## config.mk

```make
export PLATFORM = sky130hd
export DESIGN_NAME = payload_forwarder_flat
export DESIGN_NICKNAME = d
export VERILOG_FILES = /design/src/rtl/payload_forwarder_if.sv /design/src/rtl/payload_forwarder.sv /design/src/flat_wrapper.sv
export SDC_FILE = /design/constraint.sdc
export NUM_CORES = 1
export LEC_CHECK = 0
export CORE_ASPECT_RATIO = 0.8
export CORE_MARGIN = 8
export CORE_UTILIZATION = 55
export DETAILED_ROUTE_END_ITERATION = 16
export PLACE_DENSITY = 0.85
export SKIP_LAST_GASP = 1
export SLEW_MARGIN = 20
export SYNTH_ARGS = -nofsm -noshare
export SYNTH_HDL_FRONTEND = slang
export SYNTH_SLANG_ARGS = --single-unit
```

## constraint.sdc

```tcl
create_clock -name clk -period 2.8 [get_ports clk]
set_clock_uncertainty 0.05 [all_clocks]
set_input_delay 0.56 -clock clk [delete_from_list [all_inputs] [get_ports clk]]
set_output_delay 0.56 -clock clk [all_outputs]
set_load 0.05 [all_outputs]
```

## src/rtl/payload_forwarder_if.sv

```systemverilog
// payload_forwarder_if: ingress byte stream plus egress valid/ready stream of the payload forwarder.
interface payload_forwarder_if;
    logic [7:0] data_in;
    logic       data_valid_in;
    logic       last_in;
    logic       fwd_enable;
    logic       drop_enable;
    logic [7:0] m_data;
    logic       m_valid;
    logic       m_last;
    logic       m_err;
    logic       m_ready;
    modport master (
        output data_in, data_valid_in, last_in, fwd_enable, drop_enable, m_ready,
        input  m_data, m_valid, m_last, m_err
    );
    modport slave (
        input  data_in, data_valid_in, last_in, fwd_enable, drop_enable, m_ready,
        output m_data, m_valid, m_last, m_err
    );
endinterface

```

## src/rtl/payload_forwarder.sv

```systemverilog
// payload_forwarder: forwards payload bytes through a FIFO, truncating overflowed packets with an error marker.
// Define FWD_STATS_EN to add saturating packet/byte statistics outputs.
module payload_forwarder #(
    parameter int FIFO_DEPTH = 8
) (
    input  logic                 clk,
    input  logic                 rst_n,
    payload_forwarder_if.slave   bus,
    output logic                 overflow
`ifdef FWD_STATS_EN
    ,
    output logic [15:0]          fwd_pkt_count,
    output logic [15:0]          drop_pkt_count,
    output logic [31:0]          fwd_byte_count
`endif
);
    localparam int AW = $clog2(FIFO_DEPTH);
    typedef enum logic [1:0] {PASS, TRUNC, MARK} state_t;
    state_t     r_state;
    logic       r_overflow;
    logic [AW:0] r_wr_ptr, r_rd_ptr;
    logic [9:0] r_mem [FIFO_DEPTH];
    logic       w_empty, w_full, w_pop, w_can, w_push_cond, w_push;
    logic [9:0] w_wdata, w_head;
    assign w_empty     = r_wr_ptr == r_rd_ptr;
    assign w_full      = (r_wr_ptr[AW] != r_rd_ptr[AW]) && (r_wr_ptr[AW-1:0] == r_rd_ptr[AW-1:0]);
    assign w_pop       = !w_empty && bus.m_ready;
    assign w_can       = !w_full || w_pop;
    assign w_push_cond = bus.data_valid_in && bus.fwd_enable && !bus.drop_enable;
    assign w_push      = (r_state == PASS && w_push_cond && w_can) || (r_state == MARK && w_can);
    assign w_wdata     = (r_state == MARK) ? 10'h300 : {1'b0, bus.last_in, bus.data_in};
    assign w_head      = r_mem[r_rd_ptr[AW-1:0]];
    assign bus.m_valid = !w_empty;
    assign bus.m_data  = w_empty ? 8'h00 : w_head[7:0];
    assign bus.m_last  = !w_empty && w_head[8];
    assign bus.m_err   = !w_empty && w_head[9];
    assign overflow    = r_overflow;
    // Storage is left unreset; the pointers alone decide what is visible.
    always_ff @(posedge clk) begin
        if (w_push) r_mem[r_wr_ptr[AW-1:0]] <= w_wdata;
    end
    always_ff @(posedge clk or negedge rst_n) begin
        if (!rst_n) begin
            r_wr_ptr <= '0;
            r_rd_ptr <= '0;
        end else begin
            if (w_push) r_wr_ptr <= r_wr_ptr + 1'b1;
            if (w_pop)  r_rd_ptr <= r_rd_ptr + 1'b1;
        end
    end
    always_ff @(posedge clk or negedge rst_n) begin
        if (!rst_n) begin
            r_state    <= PASS;
            r_overflow <= 1'b0;
        end else begin
            case (r_state)
                PASS: if (w_push_cond && !w_can) begin
                    r_overflow <= 1'b1;
                    r_state    <= bus.last_in ? MARK : TRUNC;
                end
                TRUNC: if (bus.data_valid_in && bus.last_in) r_state <= MARK;
                MARK: begin
                    if (bus.data_valid_in) r_overflow <= 1'b1;
                    if (w_can) r_state <= PASS;
                end
                default: r_state <= PASS;
            endcase
        end
    end
`ifdef FWD_STATS_EN
    logic [15:0] r_fwd_pkt, r_drop_pkt;
    logic [31:0] r_fwd_byte;
    assign fwd_pkt_count  = r_fwd_pkt;
    assign drop_pkt_count = r_drop_pkt;
    assign fwd_byte_count = r_fwd_byte;
    always_ff @(posedge clk or negedge rst_n) begin
        if (!rst_n) begin
            r_fwd_pkt  <= '0;
            r_drop_pkt <= '0;
            r_fwd_byte <= '0;
        end else begin
            if (w_push && w_wdata[8] && r_fwd_pkt != '1) r_fwd_pkt <= r_fwd_pkt + 1'b1;
            if (w_push && !w_wdata[9] && r_fwd_byte != '1) r_fwd_byte <= r_fwd_byte + 1'b1;
            if (bus.data_valid_in && bus.last_in && bus.drop_enable && r_drop_pkt != '1)
                r_drop_pkt <= r_drop_pkt + 1'b1;
        end
    end
`endif
endmodule

```

## src/flat_wrapper.sv

```systemverilog
// flat-port wrapper written by rule: the top's interface ports become plain ports
module payload_forwarder_flat 
#(
    parameter int FIFO_DEPTH = 8
)
  (clk, rst_n, overflow, bus_data_in, bus_data_valid_in, bus_last_in, bus_fwd_enable, bus_drop_enable, bus_m_ready, bus_m_data, bus_m_valid, bus_m_last, bus_m_err);
  payload_forwarder_if bus_i ();
  input  logic clk;
  input  logic rst_n;
  output logic overflow;
  input wire logic [$bits(bus_i.data_in)-1:0] bus_data_in;
  input wire logic [$bits(bus_i.data_valid_in)-1:0] bus_data_valid_in;
  input wire logic [$bits(bus_i.last_in)-1:0] bus_last_in;
  input wire logic [$bits(bus_i.fwd_enable)-1:0] bus_fwd_enable;
  input wire logic [$bits(bus_i.drop_enable)-1:0] bus_drop_enable;
  input wire logic [$bits(bus_i.m_ready)-1:0] bus_m_ready;
  output wire logic [$bits(bus_i.m_data)-1:0] bus_m_data;
  output wire logic [$bits(bus_i.m_valid)-1:0] bus_m_valid;
  output wire logic [$bits(bus_i.m_last)-1:0] bus_m_last;
  output wire logic [$bits(bus_i.m_err)-1:0] bus_m_err;
  assign bus_i.data_in = bus_data_in;
  assign bus_i.data_valid_in = bus_data_valid_in;
  assign bus_i.last_in = bus_last_in;
  assign bus_i.fwd_enable = bus_fwd_enable;
  assign bus_i.drop_enable = bus_drop_enable;
  assign bus_i.m_ready = bus_m_ready;
  assign bus_m_data = bus_i.m_data;
  assign bus_m_valid = bus_i.m_valid;
  assign bus_m_last = bus_i.m_last;
  assign bus_m_err = bus_i.m_err;
  payload_forwarder #(.FIFO_DEPTH(FIFO_DEPTH)) u_core (.clk(clk), .rst_n(rst_n), .bus(bus_i), .overflow(overflow));
endmodule
```

## Yosys cells after proc, flatten, opt, wreduce, memory -nomap -nowiden

Memory sizes are Yosys's and may differ from the RTL's.
Cells that the tools add are included.
Widths: inputs -> output; s select.

| storage, ports and cells | value |
|---|---|
| word-level logic and storage cells | 49 |
| bits in read-only memories | 0 |
| memory bits (writable) | 80 |
| memories | 1 |
| bits in latches | 0 |
| register bits after elaboration | 11 |

Memory list:

| name | words | bits a word | rd ports | clocked after Yosys merged registers in | write ports | line | text |
|---|---|---|---|---|---|---|---|
| u_core.r_mem | 8 | 10 | 1 | 0 | 1 | payload_forwarder.sv:22 | `logic [9:0] r_mem [FIFO_DEPTH];` |

| operators by class | value |
|---|---|
| multiply operators | 0 |
| muxes and demuxes | 12 |
| divide/modulo/power cells | 0 |
| order comparisons | 0 |
| shift-type cells | 0 |
| bitwise gates (word level) | 0 |
| reductions and logical operators | 21 |
| add/subtract/negate cells | 2 |
| equality and inequality tests | 9 |

Operators by type and width:

| kind | count |
|---|---|
| $logic_and 1x1->1 | 11 |
| $mux 10 | 1 |
| $add 4x1->4 const B | 2 |
| $mux 2 | 4 |
| $mux 8 | 1 |
| $pmux 2 s3 | 1 |
| $reduce_and 3->1 | 2 |
| $eq 4x4->1 | 1 |
| $logic_not 1->1 | 4 |
| $mux 1 | 4 |
| $ne 2x1->1 const B | 2 |
| $ne 2x2->1 const B | 2 |
| $eq 3x3->1 | 1 |
| $eq 2x1->1 const B | 1 |
| $eq 2x2->1 const B | 1 |
| $logic_not 2->1 | 1 |
| $logic_or 1x1->1 | 2 |
| $pmux 1 s2 | 1 |
| $reduce_bool 2->1 | 1 |
| $ne 1x1->1 | 1 |

## Logic depth before layout (Yosys ltp)

Gate-level depths: netlist of run 1.

| depth | value |
|---|---|
| depth after elaboration | 8 |
| depth in mapped cells | 6 |

## Worst setup path before layout of run 1

Ideal clock, no wire load.

| timing | value |
|---|---|
| path kind | input -> register |
| start point | in bus_drop_enable |
| end point | mem u_core.r_mem[0][0], enable pin |
| stages | 4 |
| slack | 112 ps |
| arrival | 2235 ps |
| required time | 2346 ps |
| path through | nand3b_1 > a21oi_1 > o21ai_2 > nor4_1 |

| on the way | value |
|---|---|
| cells in the longest elaborated chain, start to end | 7 |

Ends and longest elaborated chain:

| element | line | text |
|---|---|---|
| start, declared | flat_wrapper.sv:15 | `input wire logic [$bits(bus_i.drop_enable)-1:0] bus_drop_enable;` |
| $logic_not 1->1 | payload_forwarder.sv:29 | `assign w_push_cond = bus.data_valid_in && bus.fwd_enable && !bus.drop_enable;` |
| $logic_and 1x1->1 | payload_forwarder.sv:29 |  |
| $logic_and 1x1->1 (2 in series) | payload_forwarder.sv:30 | `assign w_push = (r_state == PASS && w_push_cond && w_can) \|\| (r_state == MARK && w_can);` |
| $logic_or 1x1->1 | payload_forwarder.sv:30 |  |
| $mux 1 | payload_forwarder.sv:40 | `if (w_push) r_mem[r_wr_ptr[AW-1:0]] <= w_wdata;` |
| $mux 1 (implied by the code) | payload_forwarder.sv:40 |  |
| end, declared | payload_forwarder.sv:22 |  |

No other way between the ends.

## Final worst setup path of run 1

| timing | value |
|---|---|
| start point | reg u_core.r_rd_ptr[0] |
| end point | out bus_m_data[6] |

| on the way | value |
|---|---|
| cells in the longest elaborated chain, start to end | 2 |

Ends and longest elaborated chain:

| element | line | text |
|---|---|---|
| start, declared | payload_forwarder.sv:21 | `logic [AW:0] r_wr_ptr, r_rd_ptr;` |
| start signal, assigned | payload_forwarder.sv:48 | `if (w_pop) r_rd_ptr <= r_rd_ptr + 1'b1;` |
| $mem_v2 8x10 or $eq 4x4->1 (tied branches) | n/a |  |
| $mux 8 * | payload_forwarder.sv:34 | `assign bus.m_data = w_empty ? 8'h00 : w_head[7:0];` |
| end, declared | flat_wrapper.sv:17 | `output wire logic [$bits(bus_i.m_data)-1:0] bus_m_data;` |

Mark *: on every way between the ends. The rest lies on a longest branch, timed or not.

==> results.json, run 1 <==
{
  "grt_pass1_vias": 2025,
  "synth_area_sq_um": 3830,
  "die_h_um": 90.6,
  "globalplace.congestion": 0.776,
  "layout_common_cells": "edfxtp_1, mux4_2, clkdlybuf4s50_1, nor2_1, buf_4",
  "period_share_pct": 95.2,
  "start_util_pct": 56.1,
  "p_leak_uw": 0.00156,
  "synth.largest_area_cell": "edfxtp_1",
  "dp_hpwl_um": 4860,
  "synth.yosys.warnings": 0,
  "postRouteAntennaNets": 0,
  "slowest_stage": "mux4_2",
  "synthAdderAreaFrac_pct": 0.653,
  "maxSlewHeadroom_pct": 65.2,
  "cts_tree": "built",
  "start_kind": "register",
  "wl_per_cell_um": 20.8,
  "slew_violations": 0,
  "synth-compound-area-share_pct": 2.52,
  "cts_max_level": 3,
  "setup_tns_ns": 0,
  "path_cells": "buf_4 > mux4_2 > mux2i_1 > nor2_1 > buf_12",
  "path_clk_slew_ns": 0.08,
  "postSynthCellCount": 208,
  "die_w_um": 109,
  "fin_nets": 262,
  "grt_use_total_pct": 15.3,
  "rows": 27,
  "syn-num-nets": 225,
  "synth_top_area_share_pct": 62.7,
  "finish.utilization_pct": 65.6,
  "clk_latency_ns": 0.34,
  "layout_commonest_cell": "edfxtp_1",
  "clock-sinks": 91,
  "fin_crit_ns": 2.67,
  "hold_buffers": 0,
  "max_stage_delay_ns": 0.56,
  "synth_top_family_by_area": "multiplexers",
  "vias_per_cell": 5.91,
  "yosys.area_share.simple_pct": 6.34,
  "dr.pass1.iters": 4,
  "clock_path_buffers": 2,
  "post_cts_buffers": 0,
  "routed_wl_um": 6990,
  "ioPinCount": 27,
  "min_path_type": "reg -> reg",
  "status": "complete, no violations",
  "synth_mux_area_share_pct": 15.0,
  "crit_fanout": 16,
  "powerDensity_nw_per_um2": 1110,
  "path_class": "reg -> out",
  "crit_required_ns": 2.19,
  "avgSynthCellArea_sq_um": 18.4,
  "dieArea_sq_um": 9910,
  "diodes": 0,
  "tightestPinTransition_ns": 0.520,
  "layout-drive-gt1-share_pct": 25.7,
  "syn_to_final_growth_pct": 16.9,
  "fin_cells": 336,
  "cts-root-buf": "clkbuf_8",
  "grt_pass1_wl_um": 11100,
  "post-route-drc-count": 0,
  "peakVddDrop_v": 0.000457,
  "seq_area_frac_synth_pct": 69.9,
  "hold_viol": 0,
  "synth-seq-cells": 91,
  "maxCapViolations": 0,
  "cp-end-kind": "primary output",
  "cts_buffers": 9,
  "core_area_sq_um": 6820,
  "synth_xor_xnor_area_share_pct": 3.23,
  "grt_max_degree": 21,
  "synth-edff-count": 80,
  "rsz0062_at_grt": "no",
  "antenna_found_initial": 0,
  "place_inst": 321,
  "drt-initial-drc-count": 117,
  "vias": 1985,
  "finalSetupViolCount": 0,
  "dominantRegCellSynth": "edfxtp_1",
  "ys_types": 36,
  "crit_arrival_ns": 2.06,
  "overflow": 0,
  "synthArstFlopShare_pct": 12.1,
  "fmax_mhz": 375,
  "yosys-top-cells-area": "edfxtp_1, mux4_2, dfrtp_1",
  "io_buffer_count": 26
}
power by group:
group,internal (uW),switching [uW],leakage (uW),total (uW)
Clock,315,424,0.0000835,739
Sequential,1600,143,0.000860,1740
Combinational,1160,1320,0.000612,2490
Total,3080,1890,0.00156,4970
final cells by class:
cell class | instances | area [sq um]
clock buffer | 10 | 128
multi-input combinational | 100 | 1070
inverter | 6 | 22.5
tap | 87 | 109
clock inverter | 5 | 31.3
sequential | 91 | 2680
timing repair buffer | 37 | 440
fill | 478 | 2350
synth_stat cells (all sizes together) (3+ instances only):
master,count
dfrtp,11
o211ai,3
nor3,5
a21oi,4
mux2i,10
inv,6
buf,10
edfxtp,80
nand2,4
mux4,20
and2,8
nand2b,5
xnor2,7
nor2,14
critical path: cells and delay by family, from the launching register on:
| kind | cells | cell delay (ns) |
|---|---|---|
| multiplexers | 2 | 0.76 |
| flip-flops | 1 | 0.35 |
| buffers and inverters | 2 | 0.49 |
| AND/OR/NAND/NOR | 1 | 0.10 |
per-layer routing:
| layer | vias up | wire, um | part of all wire [%] | global-route usage [%] |
|---|---|---|---|---|
| met5 | - | 0 | 0 | 0 |
| met2 | 95 | 3150 | 45 | 21.1 |
| met1 | 998 | 3110 | 44 | 22.4 |
| li1 | 880 | - | - | - |
| met4 | 0 | 153 | 2.2 | 7.63 |
| met3 | 12 | 573 | 8.2 | 3.07 |
per-stage QoR:
step           cell area [sq um]  power [uW]  setup WS, ns  hold slack [ns]
5_1_grt                     4480        5190       0.00769            0.467
6_report                    4480        4970         0.135            0.445
3_5_place_dp                4320        4290         0.122            0.430
4_1_cts                     4480        5020        0.0808            0.453
2_1_floorplan               3830        3350         0.112            0.214
3_3_place_gp                4320        4250         0.253            0.419
worst paths after layout:
kind / start / endpoint / slack (ns) / cells past startpoint
min in group asynchronous: rst_n / u_core.r_wr_ptr[0]$_DFFE_PN0P_ / 0.51 / 1
max in group asynchronous: rst_n / u_core.r_wr_ptr[3]$_DFFE_PN0P_ / 1.85 / 1
max: u_core.r_rd_ptr[0]$_DFFE_PN0P_ / bus_m_data[6] / 0.13 / 5
min reg2reg: u_core.overflow$_DFFE_PN0P_ / u_core.overflow$_DFFE_PN0P_ / 0.44 / 2
max reg2reg: u_core.r_rd_ptr[0]$_DFFE_PN0P_ / u_core.r_mem[3][6]$_DFFE_PP_ / 0.83 / 6
min: u_core.overflow$_DFFE_PN0P_ / u_core.overflow$_DFFE_PN0P_ / 0.44 / 2
repair_timing:
action | CTS | global route
resized for setup | 1 | 0
hold endpoints to repair | 0 | 0
setup endpoints to repair | 3 | 0
sequential cells by signal (all words and copies together), names as in the netlist:
| signal | count |
|---|---|
| u_core.overflow | 1 |
| u_core.r_mem | 80 |
| u_core.r_wr_ptr | 4 |
| u_core.r_state | 2 |
| u_core.r_rd_ptr | 4 |
cell families after synthesis:
family,Yosys count
compound gates,13
xor+xnor,9
fa+ha+maj,2
buf+inv,17
flops,91
mux,32
simple gates,44
Power figures use the tool's default switching activity.
==> inputs of run 2 (changes only) <==
- clock period: 2.8 -> 3.2 ns (I/O delays scaled with it)
==> results.json, run 2 (synthesis gave the netlist of run 1 again) <==
{
  "status": "complete, no violations",
  "rsz0062_at_grt": "no",
  "layout_commonest_cell": "edfxtp_1",
  "clock-sinks": 91,
  "cts_tree": "built",
  "dieArea_sq_um": 9910,
  "cts_buffers": 9,
  "cts_max_level": 3,
  "largest_register_ffs": 80,
  "nFillCells": 462,
  "globalplace.congestion": 0.770,
  "crit_required_ns": 2.51,
  "vias": 1928,
  "hold_buffers": 0,
  "antenna_found_initial": 0,
  "period_share_pct": 91.6,
  "syn_to_final_growth_pct": 17.5,
  "tightestPinTransition_ns": 0.547,
  "grt_pass1_wl_um": 11300,
  "layout-drive-gt1-share_pct": 25.7,
  "vias_per_cell": 5.74,
  "dr.pass1.iters": 6,
  "maxSlewHeadroom_pct": 63.5,
  "post-route-drc-count": 0,
  "p_leak_uw": 0.00157,
  "path_class": "reg -> out",
  "finalSetupViolCount": 0,
  "cts_resized": 0,
  "diodes": 0,
  "start_kind": "register",
  "layout_common_cells": "edfxtp_1, mux4_2, clkdlybuf4s50_1, nor2_1",
  "grt_max_degree": 25,
  "crit_arrival_ns": 2.24,
  "path_clk_slew_ns": 0.08,
  "peakVddDrop_v": 0.000438,
  "overflow": 0,
  "maxCapViolations": 0,
  "core_area_sq_um": 6820,
  "cp-end-kind": "primary output",
  "wl_per_cell_um": 21.1,
  "die_h_um": 90.6,
  "drt-initial-drc-count": 130,
  "setup_tns_ns": 0,
  "postRouteAntennaNets": 0,
  "fin_nets": 261,
  "regArea_sq_um": 2680,
  "rows": 27,
  "hold_viol": 0,
  "ioPinCount": 27,
  "crit_fanout": 24,
  "grt_use_total_pct": 15.7,
  "slew_violations": 0,
  "post_cts_buffers": 0,
  "start_util_pct": 56.1,
  "die_w_um": 109,
  "io_buffer_count": 26,
  "min_path_type": "reg -> reg",
  "fin_crit_ns": 2.93,
  "grt_pass1_vias": 2043,
  "clock_path_buffers": 2,
  "fmax_mhz": 341,
  "powerDensity_nw_per_um2": 986,
  "holdWs_ns": 0.442,
  "multi_input_area_sq_um": 1070,
  "dp_hpwl_um": 4810,
  "cts-root-buf": "clkbuf_8",
  "reg2reg_slack_ns": 1.17,
  "clk_latency_ns": 0.35,
  "routed_wl_um": 7100
}
[run 2: worst paths after layout]
| check | startpoint | end | depth (start not counted) |
|---|---|---|---|
| max in group asynchronous | rst_n | u_core.r_rd_ptr[0]$_DFFE_PN0P_ | 1 |
| max | u_core.r_rd_ptr[0]$_DFFE_PN0P_ | bus_m_err | 5 |
| min | u_core.overflow$_DFFE_PN0P_ | u_core.overflow$_DFFE_PN0P_ | 2 |
| min in group asynchronous | rst_n | u_core.r_wr_ptr[3]$_DFFE_PN0P_ | 1 |
| min reg2reg | u_core.overflow$_DFFE_PN0P_ | u_core.overflow$_DFFE_PN0P_ | 2 |
| max reg2reg | u_core.r_rd_ptr[0]$_DFFE_PN0P_ | u_core.r_mem[6][9]$_DFFE_PP_ | 6 |
[run 2: through the flow]
step / instance area [sq um] / util [%] / setup WS (ns) / cells / total power [uW]
floorplan: 3830 / - / 0.432 / 208 / 2930
global placement: 4310 / 63.1 / 0.555 / 320 / 3700
detailed placement: 4310 / 63.1 / 0.454 / 320 / 3740
CTS: 4500 / 66.0 / 0.173 / 336 / 4490
global route: 4500 / 66.0 / 0.0656 / 336 / 4620
finish: 4500 / 66.0 / 0.270 / 336 / 4440
[run 2: power breakdown]
| group | leakage, uW | internal (uW) | switching [uW] |
|---|---|---|---|
| sequential | 0.000860 | 1400 | 124 |
| clock | 0.0000966 | 362 | 383 |
| combinational | 0.000608 | 1010 | 1170 |
[run 2: area by class of cell]
type	instances	share of cell area [%]
clock buffer	10	2.83
timing repair buffer	36	9.62
clock inverter	6	1.45
inverter	6	0.500
tap	87	2.42
multi-input combinational	100	23.7
sequential	91	59.5
[run 2: worst max-delay path, stage by stage, from the launching register on]
cell	delay (ns)
dfrtp_1	0.33
buf_4	0.42
xnor2_4	0.18
and4b_1	0.58
nor2_1	0.19
buf_12	0.19
[run 2: per-layer routing]
layer | routed length (um) | up-vias | global-route usage, %
met5 | 0 | - | 0
met4 | 41 | 0 | 5.05
met3 | 534 | 2 | 5.06
met2 | 3440 | 64 | 23.7
met1 | 3090 | 981 | 20.9
li1 | - | 881 | -
